--- src/rtl/sv_timer_irq.sv ---
`default_nettype none
// +----------------------------------------------------------------------------+
// | Module   : sv_timer_irq                                                     |
// | Purpose  : Prescaled one-shot down-counter timers with status/ack/enable    |
// |            IRQ logic and an external (DMA) IRQ source on the CPU reg bus.   |
// | Options  : define SV_TIMER_AUTORELOAD_EN for periodic (auto-reload) timers. |
// | Revision : 1.0 - initial release                                           |
// +----------------------------------------------------------------------------+
module sv_timer_irq #(
  parameter int NUM_TIMERS = 2,
  parameter int CNT_W      = 8,
  parameter int PRESC_LO   = 256,
  parameter int PRESC_HI   = 16384
) (
  input  logic       clk_sys,
  input  logic       reset_n,
  input  logic       ce_cpu,
  input  logic       cs,
  input  logic       we,
  input  logic [2:0] addr,
  input  logic [7:0] din,
  output logic [7:0] dout,
  input  logic       ext_irq,
  output logic       irq
);

  localparam logic [7:0]  c_TMR_MASK    = 8'((1 << NUM_TIMERS) - 1);
  localparam logic [7:0]  c_STAT_MASK   = 8'h80 | c_TMR_MASK;
`ifdef SV_TIMER_AUTORELOAD_EN
  localparam logic [7:0]  c_CTRL_MASK   = 8'hB0 | c_TMR_MASK;
`else
  localparam logic [7:0]  c_CTRL_MASK   = 8'h90 | c_TMR_MASK;
`endif
  localparam logic [13:0] c_PRESC_LO_M1 = 14'(PRESC_LO - 1);
  localparam logic [13:0] c_PRESC_HI_M1 = 14'(PRESC_HI - 1);

  logic [13:0]           r_presc;
  logic [7:0]            r_status;
  logic [7:0]            r_ctrl;
  logic [7:0]            r_dout;
  logic                  r_irq;

  logic                  w_wr;
  logic                  w_rd;
  logic                  w_tick;
  logic [NUM_TIMERS-1:0] w_expire;
  logic [7:0]            w_cnt_rd [NUM_TIMERS];
  logic [7:0]            w_set;
  logic [7:0]            w_clr;
  logic [7:0]            w_rdata;

  assign w_wr   = cs & we;
  assign w_rd   = cs & ~we;
  assign w_tick = ce_cpu & (r_presc == 14'd0);

  // Reload value is sampled at reload time, so a ctrl[4] change waits for it.
  always_ff @(posedge clk_sys or negedge reset_n) begin
    if (!reset_n) begin
      r_presc <= '0;
    end else if (ce_cpu) begin
      if (r_presc == 14'd0) r_presc <= r_ctrl[4] ? c_PRESC_HI_M1 : c_PRESC_LO_M1;
      else                  r_presc <= r_presc - 14'd1;
    end
  end

  generate
    for (genvar gi = 0; gi < NUM_TIMERS; gi++) begin : g_timer
      logic             w_load;
      logic [CNT_W-1:0] w_zero_val;
      logic [CNT_W-1:0] r_cnt;

      assign w_load = w_wr && (addr == 3'(gi));

`ifdef SV_TIMER_AUTORELOAD_EN
      logic [CNT_W-1:0] r_reload;

      always_ff @(posedge clk_sys or negedge reset_n) begin
        if (!reset_n)    r_reload <= '0;
        else if (w_load) r_reload <= din[CNT_W-1:0];
      end

      assign w_zero_val = r_ctrl[5] ? r_reload : '0;
`else
      assign w_zero_val = '0;
`endif

      // A bus write takes priority over a coincident tick.
      always_ff @(posedge clk_sys or negedge reset_n) begin
        if (!reset_n) begin
          r_cnt <= '0;
        end else if (w_load) begin
          r_cnt <= din[CNT_W-1:0];
        end else if (w_tick && (r_cnt != '0)) begin
          if (r_cnt == CNT_W'(1)) r_cnt <= w_zero_val;
          else                    r_cnt <= r_cnt - CNT_W'(1);
        end
      end

      assign w_expire[gi] = w_load ? (din[CNT_W-1:0] == '0)
                                   : (w_tick && (r_cnt == CNT_W'(1)));
      assign w_cnt_rd[gi] = 8'(r_cnt);
    end
  endgenerate

  always_comb begin
    w_set                  = '0;
    w_set[NUM_TIMERS-1:0]  = w_expire;
    w_set[7]               = ext_irq;
    w_clr                  = '0;
    if (w_wr && (addr == 3'd5)) w_clr = din;
    if (w_rd && (addr == 3'd7)) w_clr = 8'hFF;
  end

  // Set is OR-ed after clear so a coincident event is never lost.
  always_ff @(posedge clk_sys or negedge reset_n) begin
    if (!reset_n) r_status <= '0;
    else          r_status <= ((r_status & ~w_clr) | w_set) & c_STAT_MASK;
  end

  always_ff @(posedge clk_sys or negedge reset_n) begin
    if (!reset_n)                      r_ctrl <= '0;
    else if (w_wr && (addr == 3'd6))   r_ctrl <= din & c_CTRL_MASK;
  end

  always_ff @(posedge clk_sys or negedge reset_n) begin
    if (!reset_n) r_irq <= 1'b0;
    else          r_irq <= |(r_status & r_ctrl & c_STAT_MASK);
  end

  always_comb begin
    w_rdata = '0;
    case (addr)
      3'd4, 3'd7: w_rdata = r_status;
      3'd6:       w_rdata = r_ctrl;
      default: begin
        for (int i = 0; i < NUM_TIMERS; i++) begin
          if (addr == 3'(i)) w_rdata = w_cnt_rd[i];
        end
      end
    endcase
  end

  always_ff @(posedge clk_sys or negedge reset_n) begin
    if (!reset_n)  r_dout <= '0;
    else if (w_rd) r_dout <= w_rdata;
  end

  assign dout = r_dout;
  assign irq  = r_irq;

endmodule
`default_nettype wire
--- config.mk ---
export PLATFORM = sky130hd
export DESIGN_NAME = sv_timer_irq
export DESIGN_NICKNAME = d
export VERILOG_FILES = /design/src/rtl/sv_timer_irq.sv
export SDC_FILE = /design/constraint.sdc
export NUM_CORES = 1
export LEC_CHECK = 0
export BUFFER_PORTS_ARGS = -buffer_cell sky130_fd_sc_hd__buf_4
export CAP_MARGIN = 40
export CELL_PAD_IN_SITES_DETAIL_PLACEMENT = 1
export CELL_PAD_IN_SITES_GLOBAL_PLACEMENT = 1
export CORE_MARGIN = 5
export CORE_UTILIZATION = 30
export CTS_CLUSTER_DIAMETER = 80
export DETAILED_ROUTE_END_ITERATION = 8
export GPL_ROUTABILITY_DRIVEN = 0
export GPL_TIMING_DRIVEN = 1
export MAX_ROUTING_LAYER = met4
export PLACE_DENSITY = 0.62
export SYNTH_ARGS = -nofsm -noshare
export SYNTH_HDL_FRONTEND = slang
export SYNTH_SLANG_ARGS = --single-unit
--- constraint.sdc ---
create_clock -name clk_sys -period 2.7 [get_ports clk_sys]
set_input_delay 0.135 -clock clk_sys [delete_from_list [all_inputs] [get_ports clk_sys]]
set_output_delay 0.135 -clock clk_sys [all_outputs]
set_load 0.02 [all_outputs]
==> flow_summary.ini <==
[floorplan]
die_w_um = 105
coreArea_um2 = 8760
num_rows = 34
initial_core_util_pct = 30.9
die_y_um = 105
io_pins = 26
dieArea_um2 = 11000

[final_layout]
final_layout_size_suffix_gt1_share_pct = 14.0
diodes = 0
final_cells = 444
area_growth_syn_to_layout_pct = 15.3
n_fill_cell = 1066
final_nets = 359
most-common-layout-cells = 48 x nand2_1, 46 x dfrtp_1, 30 x nor2_1
final_common_cell = nand2_1

[global_route]
antenna_found_initial = 0
grt_pass1_vias = 2537
grt.overflow.total = 0
grt_max_degree = 47
grt_pass1_wl_um = 13800
grt.total_usage_pct = 15.6

[timing]
worst_pin_slew_ns = 0.636
report.final.slew_viol_count = 0
max_freq_ghz = 0.423
fin_hold_ws_ns = 0.0194
min_period_ns = 2.37
finalCritPeriodShare_pct = 87.6
finalSetupTns_ns = 0
maxSlewHeadroom_pct = 57.6
rsz0062_at_grt = false
clock_skew_ns = 0.0118
layout_setup_ws_ns = 0.334
hold_violations = 0
setup-violations-final = 0

[hold_path]
min_path_type = in -> reg

[run]
maxCapViolCount = 0

[pwr]
power_mw = 2.39
power_leakage_nw = 1.34
peakVddDrop_v = 0.000228
power.density_nw_per_um2 = 765

[setup_path]
path_max_fanout = 9
path_class = reg -> reg
crit_arrival_ns = 2.56
end_kind = flop
cp-start-kind = flop
cp.required_ns = 2.89

[cts]
cts_tree = yes
cts_htree_levels = 2
cts_sinks = 46
cts_buffers = 5
clk_latency_ns = 0.31
clock_path_buffers = 2
path_clk_slew_ns = 0.09
cts_root_buf = clkbuf_8

[synth]
synth-main-ff-cell = dfrtp_1
synth.area.top_cells = dfrtp_1 43%, nand2_1 6.7%, nor2_1 4.2%
ys_seq_area_share_pct = 42.5
synthCells = 310
ys_types = 53
synthArstFlopShare_pct = 100
ys_warn_count = 0
avgSynthCellArea_um2 = 8.73
synth_seq_cells = 46
synth-edff-count = 0
syn_area_um2 = 2710
synthesis.nets = 334
yosys.area.top_type = dfrtp_1
yosysTopAreaCellShare_pct = 42.5

[place]
dp_slack_ns = 0.315
port_buffers = 25
dp_cells = 435
dp_hpwl_um = 6100

[routing]
drc = 0
wl_per_cell_um = 18.4
wl_um = 8150
drtAntennaViolNets = 0
drt_iter0_markers = 118
num_vias = 2415
viasPerCell = 5.44
dr.pass1.iters = 4

[outcome]
status = complete, no violations
## kinds of logic (layout without fill, tap and decap cells)
logic type,after synthesis,in the layout,share of synthesized area (%)
simple gates,138,138,25.3
fa+ha+maj,7,7,3.23
xor+xnor,3,3,0.971
buf+inv,27,53,3.93
flops,46,46,42.5
compound gates,76,76,19.0
mux,13,13,5.08
## final cells by class
| cell class | instances | area [µm²] | share of cell area (%) |
|---|---|---|---|
| repair buffers | 28 | 213 | 6.81 |
| clock buffers | 6 | 72.6 | 2.32 |
| well taps | 108 | 135 | 4.33 |
| multi-input cells | 237 | 1450 | 46.4 |
| clock inverters | 2 | 37.5 | 1.20 |
| inverters | 17 | 63.8 | 2.04 |
| flip-flops and latches | 46 | 1150 | 36.9 |
## timing repair
action | in CTS | in global routing
setup buffers | 0 | 0
hold buffers | 1 | 0
resized for setup | 0 | 0
hold endpoints to repair | 46 | 0
## path summary, 6_finish.rpt
kind	startpoint	end	slack, ns	cells past startpoint
worst max register to register	r_presc[0]	r_presc[9]	0.33	7
max in group asynchronous	reset_n	g_timer[0].r_cnt[5]	1.88	2
min in group asynchronous	reset_n	g_timer[0].r_cnt[1]	0.38	2
worst max-delay path	r_presc[0]	r_presc[9]	0.33	7
worst min-delay path	ext_irq	r_status[7]	0.02	2
worst min register to register	dout[7]	dout[7]	0.50	2
## per-stage QoR
step	cell area, µm²	util, %
after floorplan	2710	-
after global placement	3000	34.3
after detailed placement	3000	34.3
after CTS	3120	35.6
after global routing	3120	35.6
final	3120	35.6
## synthesized netlist by cell type, types with 2 or more instances
library cell   n
a21o_1         3
a21oi_1       13
a222oi_1       4
a31oi_1        5
a41o_1         2
clkbuf_1       8
dfrtp_1       46
ha_1           7
inv_1         17
mux2_2         6
mux2i_1        7
nand2_1       48
nand2b_1       2
nand3_1       14
nand4_1        6
nor2_1        30
nor3_1         9
nor4_1         4
o211ai_1       7
o21a_1         3
o21ai_0       22
o311ai_0       3
o311ai_1       2
o31ai_1        4
or3_1          8
or4_1          2
xor2_1         2
## worst max-delay path, cell delays in order, from the launching register on
cell	delay (ns)
dfrtp_1	0.43
inv_1	0.09
ha_1	0.20
nor4b_1	0.50
nand4_1	0.48
nor2_1	0.34
a41o_1	0.14
a21oi_1	0.06
## registers in the layout (all words and copies together) (netlist names)
signal	count
g_timer.r_cnt	16
r_presc	14
r_ctrl	4
dout	8
irq	1
r_status	3
## metal layers
layer  global-route usage, %  part of all wire, %  up-vias
li1                        -                    -     1183
met1                    22.1                   51     1195
met2                    23.4                   45       31
met3                    2.77                  3.1        6
met4                    3.56                 0.94        0
met5                       -                    0        -
## power by group
part / switching [mW] / total, mW / internal (mW)
combinational: 0.406 / 0.712 / 0.306
sequential: 0.267 / 1.14 / 0.874
clock: 0.258 / 0.535 / 0.277
total: 0.931 / 2.39 / 1.46
No activity file was read; power rests on OpenSTA's default activity.
